<file path="src/rtl/uart_core_param.sv">
// Parametrised UART core: runtime frame format, push/pop byte FIFOs, sticky errors, CTS/RTS.
// Also holds the generic FIFO that both directions use.

// Generic show-ahead FIFO.
// Latency: a pushed entry appears at the head one cycle later; count is registered.
// Backpressure: push ignored when full (even with a same-cycle pop), pop ignored when empty.
module uart_fifo #(
  parameter int DEPTH = 16,
  parameter int AW    = $clog2(DEPTH),
  parameter int W     = 8
) (
  input  logic         i_clk,
  input  logic         i_rst_n,
  input  logic         push_vld,
  input  logic [W-1:0] push_dat,
  input  logic         pop_rdy,
  output logic [W-1:0] head_dat,
  output logic [AW:0]  count,
  output logic         full,
  output logic         empty
);
  localparam logic [AW:0] DEPTH_C = DEPTH[AW:0];

  logic [W-1:0]  mem [DEPTH];
  logic [AW-1:0] wr_ptr;
  logic [AW-1:0] rd_ptr;
  logic          do_push;
  logic          do_pop;

  assign full     = (count == DEPTH_C);
  assign empty    = (count == '0);
  assign do_push  = push_vld && !full;
  assign do_pop   = pop_rdy && !empty;
  // Head reads as zero while empty so the byte port is clean after reset.
  assign head_dat = empty ? '0 : mem[rd_ptr];

  always_ff @(posedge i_clk) begin
    if (do_push) mem[wr_ptr] <= push_dat;
  end

  always_ff @(posedge i_clk) begin
    if (!i_rst_n) begin
      wr_ptr <= '0;
      rd_ptr <= '0;
      count  <= '0;
    end else begin
      if (do_push) wr_ptr <= wr_ptr + 1'b1;
      if (do_pop)  rd_ptr <= rd_ptr + 1'b1;
      case ({do_push, do_pop})
        2'b10:   count <= count + 1'b1;
        2'b01:   count <= count - 1'b1;
        default: ;
      endcase
    end
  end
endmodule

// UART core with independent TX and RX serialisers.
// Latency: TX frame starts two cycles after a push; RX byte is pushed mid stop bit plus 3 sync cycles.
// Backpressure: TX holds frames while CTS is high; RX drops bytes into a full FIFO and flags overrun.
module uart_core_param #(
  parameter int FIFO_DEPTH = 16,
  parameter int FIFO_AW    = $clog2(FIFO_DEPTH),
  parameter int DIV_WIDTH  = 16,
  parameter int RTS_THRESH = FIFO_DEPTH - 2
) (
  input  logic                 i_clk,
  input  logic                 i_rst_n,
  input  logic [DIV_WIDTH-1:0] i_baud_div,
  input  logic [1:0]           i_data_bits,
  input  logic                 i_parity_en,
  input  logic                 i_parity_odd,
  input  logic                 i_two_stop,
  input  logic [7:0]           i_tx_data,
  input  logic                 i_tx_push,
  output logic                 o_tx_full,
  output logic                 o_tx_empty,
  output logic [FIFO_AW:0]     o_tx_count,
  output logic                 o_tx_busy,
  output logic [7:0]           o_rx_data,
  input  logic                 i_rx_pop,
  output logic                 o_rx_empty,
  output logic                 o_rx_full,
  output logic [FIFO_AW:0]     o_rx_count,
  output logic                 o_parity_err,
  output logic                 o_frame_err,
  output logic                 o_overrun,
  input  logic                 i_err_clr,
  output logic                 o_uart_txd,
  input  logic                 i_uart_rxd,
  input  logic                 i_uart_cts_n,
  output logic                 o_uart_rts_n
);
  typedef enum logic [2:0] {ST_IDLE, ST_START, ST_DATA, ST_PARITY, ST_STOP} uart_state_t;

  localparam logic [FIFO_AW:0] RTS_TH = RTS_THRESH[FIFO_AW:0];

  function automatic logic [7:0] data_mask(input logic [1:0] code);
    case (code)
      2'd0:    data_mask = 8'h1F;
      2'd1:    data_mask = 8'h3F;
      2'd2:    data_mask = 8'h7F;
      default: data_mask = 8'hFF;
    endcase
  endfunction

  function automatic logic [2:0] last_bit(input logic [1:0] code);
    last_bit = 3'd4 + {1'b0, code};
  endfunction

  // Two-flop synchronisers; rxd_prev gives the falling-edge detector its history.
  logic rxd_s1, rxd_s2, rxd_prev, cts_s1, cts_s2;

  always_ff @(posedge i_clk) begin
    if (!i_rst_n) begin
      rxd_s1   <= 1'b1;
      rxd_s2   <= 1'b1;
      rxd_prev <= 1'b1;
      cts_s1   <= 1'b1;
      cts_s2   <= 1'b1;
    end else begin
      rxd_s1   <= i_uart_rxd;
      rxd_s2   <= rxd_s1;
      rxd_prev <= rxd_s2;
      cts_s1   <= i_uart_cts_n;
      cts_s2   <= cts_s1;
    end
  end

  logic [7:0] tx_head_dat;
  logic       tx_pop;
  logic       rx_push;
  logic [7:0] rx_data, rx_data_nxt;

  uart_fifo #(.DEPTH(FIFO_DEPTH), .AW(FIFO_AW), .W(8)) u_tx_fifo (
    .i_clk    (i_clk),
    .i_rst_n  (i_rst_n),
    .push_vld (i_tx_push),
    .push_dat (i_tx_data),
    .pop_rdy  (tx_pop),
    .head_dat (tx_head_dat),
    .count    (o_tx_count),
    .full     (o_tx_full),
    .empty    (o_tx_empty)
  );

  uart_fifo #(.DEPTH(FIFO_DEPTH), .AW(FIFO_AW), .W(8)) u_rx_fifo (
    .i_clk    (i_clk),
    .i_rst_n  (i_rst_n),
    .push_vld (rx_push),
    .push_dat (rx_data),
    .pop_rdy  (i_rx_pop),
    .head_dat (o_rx_data),
    .count    (o_rx_count),
    .full     (o_rx_full),
    .empty    (o_rx_empty)
  );

  // ---------------- transmitter ----------------
  uart_state_t          tx_state, tx_state_nxt;
  logic [DIV_WIDTH-1:0] tx_cnt, tx_cnt_nxt, tx_div, tx_div_nxt;
  logic [1:0]           tx_code, tx_code_nxt;
  logic                 tx_pen, tx_pen_nxt, tx_two, tx_two_nxt;
  logic                 tx_par, tx_par_nxt, tx_stop2, tx_stop2_nxt;
  logic [7:0]           tx_shift, tx_shift_nxt;
  logic [2:0]           tx_bit, tx_bit_nxt;
  logic                 tx_go, tx_load, tx_txd;
  logic [7:0]           tx_head_masked;

  always_comb begin
    tx_state_nxt   = tx_state;
    tx_cnt_nxt     = tx_cnt;
    tx_div_nxt     = tx_div;
    tx_code_nxt    = tx_code;
    tx_pen_nxt     = tx_pen;
    tx_two_nxt     = tx_two;
    tx_par_nxt     = tx_par;
    tx_stop2_nxt   = tx_stop2;
    tx_shift_nxt   = tx_shift;
    tx_bit_nxt     = tx_bit;
    tx_load        = 1'b0;
    tx_txd         = 1'b1;
    tx_go          = !o_tx_empty && !cts_s2;
    tx_head_masked = tx_head_dat & data_mask(i_data_bits);

    case (tx_state)
      ST_IDLE: tx_load = tx_go;
      default: begin
        if (tx_cnt != '0) begin
          tx_cnt_nxt = tx_cnt - 1'b1;
        end else begin
          tx_cnt_nxt = tx_div;
          case (tx_state)
            ST_START: begin
              tx_state_nxt = ST_DATA;
              tx_bit_nxt   = '0;
            end
            ST_DATA: begin
              tx_shift_nxt = tx_shift >> 1;
              tx_bit_nxt   = tx_bit + 1'b1;
              if (tx_bit == last_bit(tx_code)) begin
                tx_state_nxt = tx_pen ? ST_PARITY : ST_STOP;
                tx_stop2_nxt = 1'b0;
              end
            end
            ST_PARITY: begin
              tx_state_nxt = ST_STOP;
              tx_stop2_nxt = 1'b0;
            end
            default: begin
              // End of a stop period: second stop bit, back-to-back frame, or idle.
              if (tx_two && !tx_stop2) tx_stop2_nxt = 1'b1;
              else if (tx_go)          tx_load      = 1'b1;
              else                     tx_state_nxt = ST_IDLE;
            end
          endcase
        end
      end
    endcase

    if (tx_load) begin
      tx_state_nxt = ST_START;
      tx_cnt_nxt   = i_baud_div;
      tx_div_nxt   = i_baud_div;
      tx_code_nxt  = i_data_bits;
      tx_pen_nxt   = i_parity_en;
      tx_two_nxt   = i_two_stop;
      tx_shift_nxt = tx_head_masked;
      tx_par_nxt   = (^tx_head_masked) ^ i_parity_odd;
      tx_stop2_nxt = 1'b0;
    end

    case (tx_state)
      ST_START:  tx_txd = 1'b0;
      ST_DATA:   tx_txd = tx_shift[0];
      ST_PARITY: tx_txd = tx_par;
      default:   tx_txd = 1'b1;
    endcase
  end

  always_ff @(posedge i_clk) begin
    if (!i_rst_n) begin
      tx_state <= ST_IDLE;
      tx_cnt   <= '0;
      tx_div   <= '0;
      tx_code  <= '0;
      tx_pen   <= 1'b0;
      tx_two   <= 1'b0;
      tx_par   <= 1'b0;
      tx_stop2 <= 1'b0;
      tx_shift <= '0;
      tx_bit   <= '0;
    end else begin
      tx_state <= tx_state_nxt;
      tx_cnt   <= tx_cnt_nxt;
      tx_div   <= tx_div_nxt;
      tx_code  <= tx_code_nxt;
      tx_pen   <= tx_pen_nxt;
      tx_two   <= tx_two_nxt;
      tx_par   <= tx_par_nxt;
      tx_stop2 <= tx_stop2_nxt;
      tx_shift <= tx_shift_nxt;
      tx_bit   <= tx_bit_nxt;
    end
  end

  assign tx_pop     = tx_load;
  assign o_uart_txd = tx_txd;
  assign o_tx_busy  = (tx_state != ST_IDLE);

  // ---------------- receiver ----------------
  uart_state_t          rx_state, rx_state_nxt;
  logic [DIV_WIDTH-1:0] rx_cnt, rx_cnt_nxt, rx_div, rx_div_nxt;
  logic [1:0]           rx_code, rx_code_nxt;
  logic                 rx_pen, rx_pen_nxt, rx_podd, rx_podd_nxt;
  logic [2:0]           rx_bit, rx_bit_nxt;
  logic                 par_set, frame_set, overrun_set;

  always_comb begin
    rx_state_nxt = rx_state;
    rx_cnt_nxt   = rx_cnt;
    rx_div_nxt   = rx_div;
    rx_code_nxt  = rx_code;
    rx_pen_nxt   = rx_pen;
    rx_podd_nxt  = rx_podd;
    rx_data_nxt  = rx_data;
    rx_bit_nxt   = rx_bit;
    rx_push      = 1'b0;
    par_set      = 1'b0;
    frame_set    = 1'b0;

    case (rx_state)
      ST_IDLE: begin
        if (rxd_prev && !rxd_s2) begin
          // Half-period wait puts every later sample near the bit centre.
          rx_state_nxt = ST_START;
          rx_cnt_nxt   = i_baud_div >> 1;
          rx_div_nxt   = i_baud_div;
          rx_code_nxt  = i_data_bits;
          rx_pen_nxt   = i_parity_en;
          rx_podd_nxt  = i_parity_odd;
          rx_data_nxt  = '0;
          rx_bit_nxt   = '0;
        end
      end
      default: begin
        if (rx_cnt != '0) begin
          rx_cnt_nxt = rx_cnt - 1'b1;
        end else begin
          rx_cnt_nxt = rx_div;
          case (rx_state)
            ST_START: rx_state_nxt = rxd_s2 ? ST_IDLE : ST_DATA;
            ST_DATA: begin
              rx_data_nxt[rx_bit] = rxd_s2;
              rx_bit_nxt          = rx_bit + 1'b1;
              if (rx_bit == last_bit(rx_code))
                rx_state_nxt = rx_pen ? ST_PARITY : ST_STOP;
            end
            ST_PARITY: begin
              par_set      = (rxd_s2 != ((^rx_data) ^ rx_podd));
              rx_state_nxt = ST_STOP;
            end
            default: begin
              frame_set    = !rxd_s2;
              rx_push      = 1'b1;
              rx_state_nxt = ST_IDLE;
            end
          endcase
        end
      end
    endcase
  end

  always_ff @(posedge i_clk) begin
    if (!i_rst_n) begin
      rx_state <= ST_IDLE;
      rx_cnt   <= '0;
      rx_div   <= '0;
      rx_code  <= '0;
      rx_pen   <= 1'b0;
      rx_podd  <= 1'b0;
      rx_data  <= '0;
      rx_bit   <= '0;
    end else begin
      rx_state <= rx_state_nxt;
      rx_cnt   <= rx_cnt_nxt;
      rx_div   <= rx_div_nxt;
      rx_code  <= rx_code_nxt;
      rx_pen   <= rx_pen_nxt;
      rx_podd  <= rx_podd_nxt;
      rx_data  <= rx_data_nxt;
      rx_bit   <= rx_bit_nxt;
    end
  end

  assign overrun_set = rx_push && o_rx_full;

  // Sticky flags: a set in the same cycle as a clear wins.
  always_ff @(posedge i_clk) begin
    if (!i_rst_n) begin
      o_parity_err <= 1'b0;
      o_frame_err  <= 1'b0;
      o_overrun    <= 1'b0;
      o_uart_rts_n <= 1'b0;
    end else begin
      o_parity_err <= par_set     || (o_parity_err && !i_err_clr);
      o_frame_err  <= frame_set   || (o_frame_err  && !i_err_clr);
      o_overrun    <= overrun_set || (o_overrun    && !i_err_clr);
      o_uart_rts_n <= (o_rx_count >= RTS_TH);
    end
  end
endmodule

</file>
<file path="config.mk">
export PLATFORM = sky130hd
export DESIGN_NAME = uart_core_param
export DESIGN_NICKNAME = d
export VERILOG_FILES = /design/src/rtl/uart_core_param.sv
export SDC_FILE = /design/constraint.sdc
export NUM_CORES = 1
export LEC_CHECK = 0
export ABC_CLOCK_PERIOD_IN_PS = 3500
export CAP_MARGIN = 40
export CORE_MARGIN = 8
export CORE_UTILIZATION = 40
export CTS_BUF_LIST = sky130_fd_sc_hd__clkbuf_2
export DETAILED_ROUTE_END_ITERATION = 10
export GPL_ROUTABILITY_DRIVEN = 0
export PLACE_DENSITY = 0.62
export SYNTH_ARGS = -nofsm -noshare
export SYNTH_HDL_FRONTEND = slang
export SYNTH_SLANG_ARGS = --single-unit
</file>
<file path="constraint.sdc">
create_clock -name i_clk -period 3.5 [get_ports i_clk]
set_input_delay 0.35 -clock i_clk [delete_from_list [all_inputs] [get_ports i_clk]]
set_output_delay 0.35 -clock i_clk [all_outputs]
set_load 0.01 [all_outputs]
</file>
# Yosys cells after proc, flatten, opt, wreduce, memory -nomap -nowiden

Memory sizes are Yosys's and may differ from the RTL's. A register that Yosys moved wholly into a read port is not among the register bits.
Cells that the tools add are included.

Register bits after elaboration: 137
Bits in latches: 0
Memory bits (writable): 256
Bits in read-only memories: 0
Output and inout bits: 28
Word-level logic and storage cells: 206
Memories: 2

$add $sub $neg: 14
$mul: 0
Div/mod/pow operators: 0
Magnitude comparators: 3
Equal/unequal tests: 28
Shift-type cells: 0
Mux-type cells: 68
Bitwise gates (word level): 7
Reduce and logical (&&, ||, !) cells: 50

Memories:

| memory        | depth | bits a word | rd ports | clocked after memory_dff | wr ports | RTL line | text |
|---|---|---|---|---|---|---|---|
| u_rx_fifo.mem | 16    | 8           | 1        | 1                        | 1        | 24       | `logic [W-1:0] mem [DEPTH];` |
| u_tx_fifo.mem | 16    | 8           | 1        | 1                        | 1        | 24       |  |

Operators by type and width:

| operator                                            | count |
|---|---|
| 2-to-1 mux 16 bit                                   | 6 |
| 2-to-1 mux 8 bit                                    | 10 |
| 2-to-1 mux 3 bit                                    | 13 |
| nonzero test 16 bit                                 | 2 |
| subtractor 16 x 1 -> 16 bit, second input constant  | 2 |
| 2-to-1 mux 1 bit                                    | 24 |
| one-hot mux 8 bit (3 select lines)                  | 1 |
| one-hot mux 5 bit (2 select lines)                  | 2 |
| one-hot mux 3 bit (3 select lines)                  | 2 |
| adder 4 x 1 -> 4 bit, second input constant         | 4 |
| 2-to-1 mux 4 bit                                    | 4 |
| XOR reduction 8 bit                                 | 2 |
| AND reduction 5 bit                                 | 3 |
| equality test 3 x 2 -> 1 bit, second input constant | 4 |
| logical AND 1 bit                                   | 12 |
| AND reduction 3 bit                                 | 4 |
| adder 5 x 1 -> 5 bit, second input constant         | 2 |
| equality test 5 bit, second input constant          | 2 |
| zero test 5 bit                                     | 2 |
| != test 5 x 1 -> 1 bit, second input constant       | 2 |
| nonzero test 2 bit                                  | 5 |
| subtractor 5 x 1 -> 5 bit, second input constant    | 2 |
| AND 8 bit                                           | 1 |
| bitwise mux 8 bit                                   | 1 |
| other kinds (28)                                    | 58 |

# Longest topological paths before layout

Depth after elaboration: 11
Depth in mapped cells: 17
Gate-level depth less buffers: 17

# Cells and area by module

From an unflattened synthesis, not the netlist that was laid out.

Cell total of the unflattened synthesis: 1330
Area, all modules: 17508.0 um^2

By module, submodules not included:

| module                | times used | cells each | area an instance (um^2) | sequential area each (um^2) |
|---|---|---|---|---|
| uart_fifo (u_rx_fifo) | 1          | 315        | 5989.5                  | 4184.0 |
| uart_fifo (u_tx_fifo) | 1          | 308        | 5849.4                  | 4184.0 |
| uart_core_param       | 1          | 707        | 5669.2                  | 2222.1 |

# Least setup slack after synthesis

OpenSTA, ideal clock, no wires.

Path kind: reg-to-reg
Start point: register tx_cnt[6]
End point: register u_tx_fifo.count[4]
Arrival: 3482 ps
Data required time: 3372 ps
Setup slack: -109 ps
Stages on the path, launching flop included: 16
Period minus slack after synthesis: 3609 ps
Cell sequence: dfxtp_1 > nor4_1 > nor3b_1 > a31o_2 > nand2_1 > clkinv_1 > buf_1 > ha_1 > clkbuf_1 > xor2_1 > ha_1 > and3_1 > a311o_1 > nand3_1 > xor2_1 > nor2_1

Word-level cells in the longest chain between the ends: 6
Elaborated cells on any way between the ends: 8

Ends and longest elaborated chain:

| item                                                                            | RTL line | text |
|---|---|---|
| from (decl)                                                                     | 161      | `logic [DIV_WIDTH-1:0] tx_cnt, tx_cnt_nxt, tx_div, tx_div_nxt;` |
| from (signal assigned)                                                          | 255      | `tx_cnt <= tx_cnt_nxt;` |
| nonzero test 16 bit (*)                                                         | 189      | `if (tx_cnt != '0) begin` |
| 2-to-1 mux 1 bit (*)                                                            | 189      |  |
| 2-to-1 mux 1 bit (*)                                                            | 186      | `case (tx_state)` |
| logical AND 1 bit (*)                                                           | 33       | `assign do_pop = pop_rdy && !empty;` |
| via u_tx_fifo.do_pop                                                            | 28       | `logic do_pop;` |
| equality test 2 x 1 -> 1 bit / equality test 2 bit (equally long branches)      | 49       | `case ({do_push, do_pop})` |
| one-hot mux 5 bit (2 select lines) / nonzero test 2 bit (equally long branches) | -        |  |
| to (signal assigned)                                                            | 50       | `2'b10: count <= count + 1'b1;` |
| to (signal assigned)                                                            | 51       | `2'b01: count <= count - 1'b1;` |
| to (decl)                                                                       | 18       | `output logic [AW:0] count,` |

The timed path passes the listed nets; every way through them passes the cells marked *.
A chain may end at the register's enable or synchronous reset.

# Worst setup path in the final report

Start point: register rx_cnt[6]
End point: register u_rx_fifo.count[4]

Word-level cells in the longest chain between the ends: 6
Elaborated cells on any way between the ends: 8

Ends and longest elaborated chain:

| item                                                                            | RTL line | text |
|---|---|---|
| from (decl)                                                                     | 273      | `logic [DIV_WIDTH-1:0] rx_cnt, rx_cnt_nxt, rx_div, rx_div_nxt;` |
| from (signal assigned)                                                          | 346      | `rx_cnt <= rx_cnt_nxt;` |
| nonzero test 16 bit (*)                                                         | 307      | `if (rx_cnt != '0) begin` |
| 2-to-1 mux 1 bit (*)                                                            | 307      |  |
| 2-to-1 mux 1 bit (*)                                                            | 292      | `case (rx_state)` |
| logical AND 1 bit (*)                                                           | 32       | `assign do_push = push_vld && !full;` |
| equality test 2 x 1 -> 1 bit / equality test 2 bit (equally long branches)      | 49       |  |
| one-hot mux 5 bit (2 select lines) / nonzero test 2 bit (equally long branches) | -        |  |
| to (signal assigned)                                                            | 50       |  |
| to (signal assigned)                                                            | 51       |  |
| to (decl)                                                                       | 18       |  |

Mark *: on every way between the ends. The rest lies on a longest branch, timed or not.

==> qor.yml <==
critical_path:
  required_ps: 4400
  crit_family: "simple AND/OR/NAND/NOR gates"
  regToRegSetupSlack_ps: 70
  startpoint_type: "register"
  criticalPathCategory: "reg2reg"
  path_buf_inv: 3
  worstSetupPathDepth: 15
  slowest_stage: "or4_4"
  r2r_cells: 15
  crit_fanout: 4
  slowest_delay_ps: 530
  path_cells: "or4_4, or4_4, nor4_4, nand2_2, nor2_4, inv_2, ha_4, inv_2, fa_2, inv_1, a21o_1, a21oi_2, xnor2_1, or3_1, a21oi_2"
  end_kind: "register"
  worst_ep_arrival_time_ps: 4330
route:
  routed_wirelength_um: 39500
  viasPerCell: 5.26
  antenna_left: 0
  route.detailed.drc: 0
  vias: 11397
  drt-pass1-iter-count: 5
  drtIter0Drc: 832
  routedWlPerCell_um: 18.2
cts:
  cts_sinks: 401
  cts.clk_slew.worst_paths_ps: 110
  cts_buffers: 103
  cts_tree: "yes"
  htreeDepth: 3
  root_buffer: "clkbuf_2"
  clkLatencyLatePin_ps: 980
  clockBufferDepth: 3
global_routing:
  grt_max_degree: 63
  met3_usage: 0.0350
  grt_util_met1: 0.207
  met2_usage: 0.258
  grt_use_total: 0.158
  grt_busiest_layer: "met2"
  grt_first_pass_wirelength_um: 62800
  grt_pass1_vias: 11519
  overflow: 0
  antenna_found_initial: 2
placement:
  dp_hpwl_um: 25300
  place_ws_ps: -48.2
  port_buffers: 63
yosys:
  postSynthRegisterBits: 401
  ys_seq_area_frac: 0.621
  synth_nets: 1403
  yosysTopAreaCell: "edfxtp_1"
  ys_top_cells_by_area: "edfxtp_1 (45%), dfxtp_1 (17%), mux4_2 (8.6%), nand2_1 (3.7%), a21oi_1 (2.8%)"
  syn-mean-instance-area_um2: 12.7
  ys_types: 62
  syn_inst: 1345
  synth_top_area_share: 0.451
  yosys_warnings: 0
  synth_edf_count: 256
  synth-main-ff-cell: "edfxtp_1"
  synth_area_um2: 17000
  async_reset_ff_frac: 0
sta:
  finalSetupViolCount: 0
  fin_skew_ps: 60.4
  max_freq_ghz: 0.291
  rsz0062_at_grt: "yes"
  min_period_over_period: 0.981
  setup_ws_ps: 67.6
  worst_pin_slew_ps: 863
  slew_headroom: 0.423
  hold_violations: 0
  period_minus_slack_ps: 3430
  finalMaxSlewViolations: 0
floorplanning:
  core_area_um2: 42000
  core.rowCount: 75
  dieArea_um2: 49500
  die_width_um: 222
  io-pin-count: 64
  start_util: 0.406
  die-height_um: 222
pwr:
  ir_drop_uv: 256
  cellPowerDensity_nw_per_um2: 482
  p_total_w: 0.00963
  p_leak_nw: 6.96
layout:
  nets: 1591
  area_growth_pct: 17.1
  fillerInstances: 3850
  fin_util: 0.475
  layout-drive-gt1-share: 0.215
hold_path:
  hold_class: "in2reg"
  holdPathStages: 3
run_status:
  run_status: "complete, no violations"
job:
  drv_cap: 0
==> metal layers <==
| metal | vias to the layer above | wire length [um] |
|---|---|---|
| li1 | 5462 | - |
| met1 | 5580 | 17900 |
| met2 | 284 | 18900 |
| met3 | 71 | 1790 |
| met4 | 0 | 874 |
| met5 | - | 0 |
==> logic make-up after synthesis <==
| logic type | synth area share |
|---|---|
| xor gates and xnor gates | 0.0303 |
| DFF | 0.621 |
| and+or+nand+nor | 0.112 |
| muxes | 0.106 |
| AOI/OAI and AO/OA | 0.0888 |
| adders and majority gates | 0.0166 |
| buffers and inverters | 0.0249 |
==> cell type report <==
type                    count  area (um^2)  share of cell area
flip-flops and latches    401        10600               0.531
multi-input cells         840         6090               0.305
repair buffers            163         1510              0.0757
clock buffers             158          791              0.0396
well taps                 539          674              0.0338
clock inverters            36          194             0.00972
inverters                  24         92.6             0.00464
diodes                      6         15.0            0.000752
==> synth_stat cells (3+ instances only) <==
master,n
nor4_1,11
clkbuf_1,56
o211ai_1,13
o21ai_0,26
nor2b_1,17
a221oi_1,5
a22o_1,5
o31ai_1,9
a211oi_1,39
xnor2_1,31
ha_1,21
or3_1,10
a31oi_1,18
buf_1,10
a21oi_1,95
nor2_1,119
nand2b_1,19
edfxtp_1,256
and3_1,5
nor3_1,25
inv_1,22
a21o_1,5
buf_4,4
nand3_1,16
mux2_2,5
and2_1,3
or4_1,5
nand2_1,166
mux4_2,65
mux2i_1,29
xor2_1,28
buf_2,9
a22oi_1,8
or2_2,3
dfxtp_1,145
nand4_1,6
==> tightest hold or removal path, cell delays in order <==
cell and delay [ps]:
clkdlybuf4s50_1 530, nand2_1 110, a21oi_1 60
==> power breakdown <==
part	internal [W]	switching [W]	total, W
combinational	0.000519	0.000704	0.00122
clock	0.00135	0.00189	0.00324
sequential	0.00509	0.0000816	0.00517
total	0.00696	0.00267	0.00963
==> state kept, by name (all words and copies together) (netlist names), 2 cells and up, named ones only <==
register,count
tx_code,2
tx_cnt,16
tx_bit,3
u_tx_fifo.wr_ptr,4
rx_div,16
tx_div,16
u_tx_fifo.rd_ptr,4
rx_state,3
tx_state,3
u_tx_fifo.mem,128
u_rx_fifo.mem,128
rx_data,8
u_tx_fifo.count,5
u_rx_fifo.count,5
u_rx_fifo.wr_ptr,4
rx_bit,3
rx_cnt,16
tx_shift,8
u_rx_fifo.rd_ptr,4
rx_code,2
==> what timing repair did <==
item / 4_1_cts / 5_1_grt
hold buffers: 18 / 0
pin swaps: 2 / 6
setup buffers: 4 / 6
gates cloned: 1 / 1
setup endpoints to repair: 9 / 7
hold endpoints to repair: 24 / 0
gates resized for setup: 21 / 14
==> placed cells by master (no fill, tap or decap), types with 10 or more instances in the layout <==
cell type / n
a211oi_1: 39
a21oi_1: 93
a31oi_1: 18
buf_4: 72
clkbuf_2: 161
clkdlybuf4s50_1: 55
clkinv_1: 29
dfxtp_1: 143
dlygate4sd3_1: 18
edfxtp_1: 256
ha_1: 20
inv_1: 20
mux2i_1: 29
mux4_2: 65
nand2_1: 164
nand2b_1: 19
nand3_1: 16
nor2_1: 118
nor2b_1: 17
nor3_1: 25
nor4_1: 10
o211ai_1: 13
o21ai_0: 26
or3_1: 10
xnor2_1: 31
xor2_1: 28
==> path summary, 6_finish.rpt <==
path | start | endpoint
setup / recovery | rx_cnt[6] | u_rx_fifo.count[4]
hold / removal | i_baud_div[13] | rx_div[13]
setup reg to reg | rx_cnt[6] | u_rx_fifo.count[4]
hold reg to reg | rxd_s1 | rxd_s2
==> per-stage QoR <==
stage / cell area [um^2] / hold WS, ps / std cells / TNS [ps]
after floorplan: 17100 / 386 / 1345 / 0
after global placement: 18600 / 398 / 1931 / -11.0
after detailed placement: 18600 / 397 / 1936 / -48.2
after CTS: 19900 / 4.62 / 2153 / 0
after global routing: 20000 / 4.81 / 2167 / -310
final: 20000 / 136 / 2167 / 0
Note: power is estimated with default switching activity, not from simulation.
